**config.mk**
```make
export PLATFORM = sky130hd
export DESIGN_NAME = prog_readback_flat
export DESIGN_NICKNAME = d
export VERILOG_FILES = /design/src/rtl/prog_readback_pkg.sv /design/src/rtl/prog_readback_if.sv /design/src/rtl/prog_readback.sv /design/src/flat_wrapper.sv
export SDC_FILE = /design/constraint.sdc
export NUM_CORES = 1
export LEC_CHECK = 0
export ABC_AREA = 1
export BUFFER_PORTS_ARGS = -buffer_cell sky130_fd_sc_hd__buf_2
export CORE_MARGIN = 10
export CORE_UTILIZATION = 53
export CTS_BUF_LIST = sky130_fd_sc_hd__clkbuf_8 sky130_fd_sc_hd__clkbuf_16
export DETAILED_ROUTE_END_ITERATION = 10
export GPL_ROUTABILITY_DRIVEN = 0
export PLACE_DENSITY = 0.79
export SLEW_MARGIN = 15
export SYNTH_ARGS = -nofsm -noshare
export SYNTH_HDL_FRONTEND = slang
export SYNTH_SLANG_ARGS = --single-unit
```
**constraint.sdc**
```tcl
create_clock -name clk -period 1.7 [get_ports clk]
set_input_delay 0.255 -clock clk [delete_from_list [all_inputs] [get_ports clk]]
set_output_delay 0.255 -clock clk [all_outputs]
set_load 0.03 [all_outputs]
```
**src/rtl/prog_readback_pkg.sv**
```systemverilog
// Shared program-loader package.
// Holds the readback FSM state encoding, the default program-memory
// geometry and the fixed LED patterns. Both the loader write side and
// the readback side import this so they agree on widths and encodings.
package prog_readback_pkg;

  localparam int RB_ADDR_W = 8;
  localparam int RB_DATA_W = 16;   // always two LED bytes per word

  localparam logic [7:0] IDLE_PATTERN = 8'h00;
  localparam logic [7:0] DONE_PATTERN = 8'hFF;

  typedef enum logic [2:0] {
    IDLE    = 3'd0,
    FETCH   = 3'd1,
    WAIT    = 3'd2,
    SHOW_LO = 3'd3,
    SHOW_HI = 3'd4,
    DONE    = 3'd5
  } rbState_t;

  // Pick one LED byte out of a program word.
  function automatic logic [7:0] byteSel(input logic [15:0] w, input logic hi);
    return hi ? w[15:8] : w[7:0];
  endfunction

endpackage

```
**src/rtl/prog_readback_if.sv**
```systemverilog
// Operator/memory bus for the program readback block.
//   start, enter : debounced single-cycle button pulses
//   switch       : start address from the DIP switches
//   addrRd       : program-memory read address
//   dataRd       : program-memory read data, one cycle after addrRd
//   outPattern   : LED byte
//   busy         : dump in progress
//   showHigh     : high byte of the current word is on the LEDs
// master = buttons/memory side, slave = readback block.
interface prog_readback_if #(
  parameter int ADDR_W = 8,
  parameter int DATA_W = 16
);
  logic              start;
  logic              enter;
  logic [7:0]        switch;
  logic [ADDR_W-1:0] addrRd;
  logic [DATA_W-1:0] dataRd;
  logic [7:0]        outPattern;
  logic              busy;
  logic              showHigh;

  modport master (
    output start, enter, switch, dataRd,
    input  addrRd, outPattern, busy, showHigh
  );

  modport slave (
    input  start, enter, switch, dataRd,
    output addrRd, outPattern, busy, showHigh
  );
endinterface

```
**src/rtl/prog_readback.sv**
```systemverilog
// Program-memory readback: dumps words from a start address up to
// LAST_ADDR onto an 8-bit LED bank, low byte then high byte, stepping
// on each enter pulse.
// Ports:
//   clk  - system clock, rising edge
//   rst  - asynchronous active-low reset
//   bus  - prog_readback_if.slave (buttons, switches, memory port, LEDs)
// Build option: READBACK_CHECKSUM_EN adds a mod-256 sum of every byte
// shown, displayed in DONE in place of the fixed 8'hFF.
module prog_readback
  import prog_readback_pkg::*;
#(
  parameter int                ADDR_W    = RB_ADDR_W,
  parameter int                DATA_W    = RB_DATA_W,
  parameter logic [ADDR_W-1:0] LAST_ADDR = '1
) (
  input  logic            clk,
  input  logic            rst,
  prog_readback_if.slave  bus
);

  rbState_t          state, stateNext;
  logic [ADDR_W-1:0] addrQ, addrNext;
  logic [DATA_W-1:0] word, wordNext;
  logic [7:0]        outQ, outNext;
`ifdef READBACK_CHECKSUM_EN
  logic [7:0]        sumQ, sumNext;
`endif

  always_ff @(posedge clk or negedge rst) begin
    if (!rst) state <= IDLE;
    else      state <= stateNext;
  end

  always_ff @(posedge clk or negedge rst) begin
    if (!rst) begin
      addrQ <= '0;
      word  <= '0;
      outQ  <= IDLE_PATTERN;
`ifdef READBACK_CHECKSUM_EN
      sumQ  <= '0;
`endif
    end else begin
      addrQ <= addrNext;
      word  <= wordNext;
      outQ  <= outNext;
`ifdef READBACK_CHECKSUM_EN
      sumQ  <= sumNext;
`endif
    end
  end

  always_comb begin
    stateNext = state;
    addrNext  = addrQ;
    wordNext  = word;
    outNext   = outQ;
    // start wins over enter in every state; enter outside SHOW_* is dropped
    if (bus.start) begin
      stateNext = FETCH;
      addrNext  = ADDR_W'(bus.switch);
    end else begin
      case (state)
        FETCH:   stateNext = WAIT;
        WAIT: begin
          wordNext  = bus.dataRd;
          stateNext = SHOW_LO;
        end
        SHOW_LO: if (bus.enter) stateNext = SHOW_HI;
        SHOW_HI: if (bus.enter) begin
          if (addrQ != LAST_ADDR) begin
            addrNext  = addrQ + ADDR_W'(1);
            stateNext = FETCH;
          end else begin
            stateNext = DONE;   // hold addrQ at LAST_ADDR, no wrap
          end
        end
        default: ;
      endcase
    end

    // LED register is loaded from next-state so the first byte appears
    // the same edge the word is captured (3 cycles after start).
    // FETCH/WAIT keep whatever was last shown.
    case (stateNext)
      IDLE:    outNext = IDLE_PATTERN;
      SHOW_LO: outNext = byteSel(wordNext, 1'b0);
      SHOW_HI: outNext = byteSel(wordNext, 1'b1);
`ifdef READBACK_CHECKSUM_EN
      DONE:    outNext = sumNext;
`else
      DONE:    outNext = DONE_PATTERN;
`endif
      default: ;
    endcase
  end

`ifdef READBACK_CHECKSUM_EN
  // Each byte is added once, on the edge that first puts it on the LEDs.
  always_comb begin
    sumNext = sumQ;
    if (bus.start)                          sumNext = '0;
    else if (state == WAIT)                 sumNext = sumQ + bus.dataRd[7:0];
    else if (state == SHOW_LO && bus.enter) sumNext = sumQ + word[15:8];
  end
`endif

  assign bus.addrRd     = addrQ;
  assign bus.outPattern = outQ;
  assign bus.busy       = (state != IDLE) && (state != DONE);
  assign bus.showHigh   = (state == SHOW_HI);

endmodule

```
**src/flat_wrapper.sv**
```systemverilog
// flat-port wrapper written by rule: the top's interface ports become plain ports
module prog_readback_flat import prog_readback_pkg::*;
#(
  parameter int                ADDR_W    = RB_ADDR_W,
  parameter int                DATA_W    = RB_DATA_W,
  parameter logic [ADDR_W-1:0] LAST_ADDR = '1
)
  (clk, rst, bus_start, bus_enter, bus_switch, bus_dataRd, bus_addrRd, bus_outPattern, bus_busy, bus_showHigh);
  prog_readback_if #(.ADDR_W(ADDR_W), .DATA_W(DATA_W)) bus_i ();
  input  logic clk;
  input  logic rst;
  input wire logic [$bits(bus_i.start)-1:0] bus_start;
  input wire logic [$bits(bus_i.enter)-1:0] bus_enter;
  input wire logic [$bits(bus_i.switch)-1:0] bus_switch;
  input wire logic [$bits(bus_i.dataRd)-1:0] bus_dataRd;
  output wire logic [$bits(bus_i.addrRd)-1:0] bus_addrRd;
  output wire logic [$bits(bus_i.outPattern)-1:0] bus_outPattern;
  output wire logic [$bits(bus_i.busy)-1:0] bus_busy;
  output wire logic [$bits(bus_i.showHigh)-1:0] bus_showHigh;
  assign bus_i.start = bus_start;
  assign bus_i.enter = bus_enter;
  assign bus_i.switch = bus_switch;
  assign bus_i.dataRd = bus_dataRd;
  assign bus_addrRd = bus_i.addrRd;
  assign bus_outPattern = bus_i.outPattern;
  assign bus_busy = bus_i.busy;
  assign bus_showHigh = bus_i.showHigh;
  prog_readback #(.ADDR_W(ADDR_W), .DATA_W(DATA_W), .LAST_ADDR(LAST_ADDR)) u_core (.clk(clk), .rst(rst), .bus(bus_i));
endmodule
```
### Word level (Yosys, flattened, before mapping)

Cells that the tools add are included.

* flip-flop bits (word level): 35
* input bits: 28
* output and inout port bits: 18
* logic and storage cells: 34

* $add $sub $neg: 1
* eq/ne operators: 9
* muxes and demuxes: 12
* reduce and logical (&&, ||, !) cells: 8

Operators by type and width (count)
* 16-bit two-way mux: 2
* 8-bit two-way mux: 4
* 8-bit one-hot mux with 4 select lines: 1
* 3-bit two-way mux: 4
* 3-bit one-hot mux with 4 select lines: 1
* 3-bit by 2-bit equality test with 1-bit output, second input constant: 3
* 3-bit equality test, second input constant: 3
* 8-bit by 1-bit adder with 8-bit output, second input constant: 1
* 8-bit inequality test, second input constant: 1
* 2-bit nonzero test: 3
* 4-bit nonzero test: 1
* 3-bit by 1-bit equality test with 1-bit output, second input constant: 1
* 3-bit logical NOT: 1
* 3-bit inequality test, second input constant: 1
* 3-bit AND reduction: 1
* 3-bit nonzero test: 1
* 1-bit logical AND: 1

### Longest topological paths before layout

* depth after elaboration: 7
* gate-level depth with buffers: 11

### Least setup slack after synthesis

No wires, ideal clock.

* kind: flip-flop to flip-flop
* start: register u_core.addrQ[0] (netlist: u_core.bus.addrRd[0])
* end: register u_core.outQ[5] (netlist: u_core.bus.outPattern[5])
* setup time: 119 ps
* arrival: 1676 ps
* required time: 1581 ps
* setup slack: -95 ps
* stages on the path, launching flop included: 12
* clock period less this slack: 1795 ps
* cell sequence: dfrtp_1 > ha_1 > nand2_2 > nor2_8 > nand2_4 > nand2_4 > nand3_4 > nand2_4 > buf_6 > nor2_2 > nor2_1 > nand2_1

* longest elaborated chain between the ends: 7
* elaborated cells between the ends (all ways): 11
* those cells by class: 4 x eq/ne; 5 x mux; 2 x reduce/logical

RTL lines
* from (decl): line prog_readback.sv:23 `logic [ADDR_W-1:0] addrQ, addrNext;`
* from (signal assigned): line prog_readback.sv:44 `addrQ <= addrNext;`
* 8-bit inequality test (*): line prog_readback.sv:71 `if (addrQ != LAST_ADDR) begin`
* 3-bit two-way mux (*): line prog_readback.sv:71
* 3-bit two-way mux (*): line prog_readback.sv:70 `SHOW_HI: if (bus.enter) begin`
* 3-bit one-hot mux with 4 select lines (*): line prog_readback.sv:63 `case (state)`
* 3-bit two-way mux (*): line prog_readback.sv:59 `if (bus.start) begin`
* 3-bit equality test (tied with other cells): line prog_readback.sv:85 `case (stateNext)`
* 8-bit one-hot mux with 4 select lines / 4-bit nonzero test (equally long branches)
* to (signal assigned): line prog_readback.sv:46 `outQ <= outNext;`
* to (decl): line prog_readback.sv:25 `logic [7:0] outQ, outNext;`

Mark *: on every way between the ends. The rest lies on a longest branch, timed or not.
A chain may end at the register's enable or synchronous reset.

### Final worst setup path

* start: register u_core.addrQ[0] (netlist: u_core.bus.addrRd[0])
* end: register u_core.outQ[7] (netlist: u_core.bus.outPattern[7])

* longest elaborated chain between the ends: 7
* elaborated cells between the ends (all ways): 11
* those cells by class: 4 x eq/ne; 5 x mux; 2 x reduce/logical

RTL lines
* 8-bit inequality test (*): line prog_readback.sv:71
* 3-bit two-way mux (*): line prog_readback.sv:71
* 3-bit two-way mux (*): line prog_readback.sv:70
* 3-bit one-hot mux with 4 select lines (*): line prog_readback.sv:63
* 3-bit two-way mux (*): line prog_readback.sv:59
* via u_core.stateNext[2]: line prog_readback.sv:22 `rbState_t state, stateNext;`
* 3-bit equality test (tied with other cells): line prog_readback.sv:85
* 8-bit one-hot mux with 4 select lines / 4-bit nonzero test (equally long branches)

The timed path passes the listed nets; every way through them passes the cells marked *.

==> metrics <==
Pwr per Cell Area=1290 mW/mm²; clk_lat worst skew=290 ps; Synth warnings=0; post-detailed-route wirelength per cell=14.4 µm; GR peak layer=met2; antenna viol nets, final=0; Crit. End Element=flop; Yosys cell types=31; Pwr Total=3250 µW; # setup viols final=0; number of diodes=0; vias in the first global route=1688; grt met2 use=23.8%; crit path kind=flop to flop; Clock Path Buffers=2; io pins=46; crit path DAT=1800 ps; Starting Density=54.3%; Fin. Hold Viols=0; synthesis-stage register bit count=35; Setup crit start kind=flop; leak pwr=0.00135 µW; Tot GR Track Use=14.6%; Area Overhead vs Synth=28.1%; port bufs=45; Syn Inst Count=236; syn_nets=265; Peak Freq=613 MHz; post-route clock period utilization=96.0%; ratio of cells with drive above 1 in the final layout=34.9%; initial antenna violation count=0; nets=323; met3 usage=3.42%; post-DR vias/cell=5.10; HPWL after DPL=3.37 mm; die width=80.8 µm; DP Cell Count=326; DRC=0; vias=1750; fin util=69.5%; hold slack=173 ps; met1 Resource Use GR=18.5%; fin crit period=1630 ps; Critical Path RT=1870 ps; core area=0.00361 mm²; clk slew on worst S/H paths=80 ps; Avg Cell Area, Syn=8.30 µm²; Rel. slew slack=79.8%; FP Rows=22; RSZ-0062 raised after global routing=yes; max-slew violations=0; path type of the worst min-delay path=input pin to flop; CTS tree=built; root buffer cell=clkbuf_8; CTS Sinks=35; first-pass GRT wire length=7.74 mm; maximum vdd ir drop=0.000780 V; max_cap viols=0; final WL=4.95 mm; pin count of the biggest net entering global routing=36; DIE HEIGHT=80.8 µm; sequential cell area fraction in the yosys report=44.7%; Max H-tree Level=2; Finished Layout Cells=343; final setup TNS=0 ps; CTS buffer count=5; first-pass iteration count of the detailed router=4; clk_skew=8.93 ps; Iter 0 DRT Violations=132; worst-margin pin slew=303 ps; status=finished clean; mapped cell area=0.00196 mm²; CP max FO=8; gr ovfl total=0; die area=0.00653 mm²
## metrics by stage
step | setup slack [ps] | instance area (µm²)
floorplan | 12.5 | 1960
global placement | 67.3 | 2250
detailed placement | -0.736 | 2250
CTS | 8.61 | 2390
global route | -19.2 | 2510
finish | 68.5 | 2510
## layout by cell type, fill, tap and decap left out, types with 2 or more instances in the layout
cell type	instances
buf_4	7
nor2_8	2
nand2_2	4
nor2_1	22
nand4_1	9
o21ai_0	5
nand2_8	3
nand3_2	2
a21oi_1	3
dfrtp_2	5
a31oi_1	2
nand2_4	5
xor2_1	3
inv_1	35
buf_12	2
o21ai_2	6
o21ai_1	8
nand3_1	15
clkbuf_8	5
o221ai_1	2
nor2_4	6
nand2_1	52
dfrtp_1	30
nor2_2	3
buf_2	45
## synthesized netlist by cell type
master,number,area (µm²)
nand3_4,1,17.5
dfrtp_1,35,876
inv_2,1,3.75
inv_6,1,8.76
buf_2,2,10.0
nor2_8,2,40.0
o221ai_1,2,17.5
xor2_1,3,26.3
buf_4,3,22.5
a31oi_1,2,12.5
buf_6,1,11.3
nor2_4,4,45.0
nand3_1,16,80.1
o22a_1,1,8.76
o21ai_1,4,20.0
o21ai_2,7,61.3
nand2_2,4,25.0
nor2_2,4,25.0
nand2_1,53,199
nor2_1,22,82.6
nand4_1,9,56.3
o211ai_1,1,7.51
nor3_1,1,5.00
o21ai_0,9,45.0
o21a_1,1,7.51
inv_1,35,131
a21oi_1,3,15.0
nand3_2,1,10.0
o21bai_1,1,7.51
ha_1,1,12.5
nand2_4,6,67.6
## cell type report
class	instances	area [µm²]
clock buffer	5	68.8
clock inverter	3	43.8
fill	289	1100
inverter	37	144
multi-input combinational	160	981
sequential	35	882
tap	48	60.1
timing repair buffer	55	328
## worst max-delay path, stage by stage, from the launching register on
cell and delay, ps:
dfrtp_2 450, ha_4 190, nand2_4 90, nor2_8 40
nand2_4 100, nand2_8 80, nand2_8 120, nor2_8 60
nand2_4 110, nand2_1 60, nor2_1 120, nand2_1 70
## report_power, final
part | switching [µW] | total [µW] | internal, µW | leakage [µW]
Combinational | 819 | 1230 | 413 | 0.000890
Sequential | 146 | 1260 | 1110 | 0.000406
Clock | 318 | 754 | 437 | 0.0000581
## routing by layer
metal | wire length (µm) | vias to the layer above | share of wire, %
met3 | 330 | 4 | 6.7
met4 | 36 | 0 | 0.73
met5 | 0 | - | 0
li1 | - | 873 | -
met2 | 2540 | 54 | 51
met1 | 2040 | 819 | 41
## logic make-up (layout without fill, tap and decap cells)
group           Yosys count  in the layout  share of synthesized area (%)
simple gates            123            125                           33.4
buf+inv                  43            100                           9.58
flops                    35             35                           44.7
compound gates           31             31                           10.4
xor+xnor                  3              3                           1.34
fa+ha+maj                 1              1                          0.639
## registers in the layout, summed over array words and instances (netlist names)
| name | flops |
|---|---|
| u_core.bus.addrRd | 8 |
| u_core.state | 3 |
| u_core.bus.outPattern | 8 |
| u_core.word | 16 |
## timing repair
item,4_1_cts,5_1_grt
hold endpoints to repair,35,0
hold buffers,1,0
gates resized for setup,3,14
pin swaps,0,7
endpoints found under the setup margin,4,8
gates cloned,0,2
buffers inserted,0,6
## path summary, 6_finish.rpt
kind	start	endpoint	slack [ps]	cells after the start
setup / recovery	u_core.bus.addrRd[0]	u_core.bus.outPattern[7]	70	11
hold / removal	bus_switch[5]	u_core.bus.addrRd[5]	170	2
setup reg to reg	u_core.bus.addrRd[0]	u_core.bus.outPattern[7]	70	11
hold reg to reg	u_core.word[12]	u_core.word[12]	490	2
max in group asynchronous	rst	u_core.state[2]	1050	3
min in group asynchronous	rst	u_core.bus.addrRd[5]	460	3
Power figures use the tool's default switching activity.
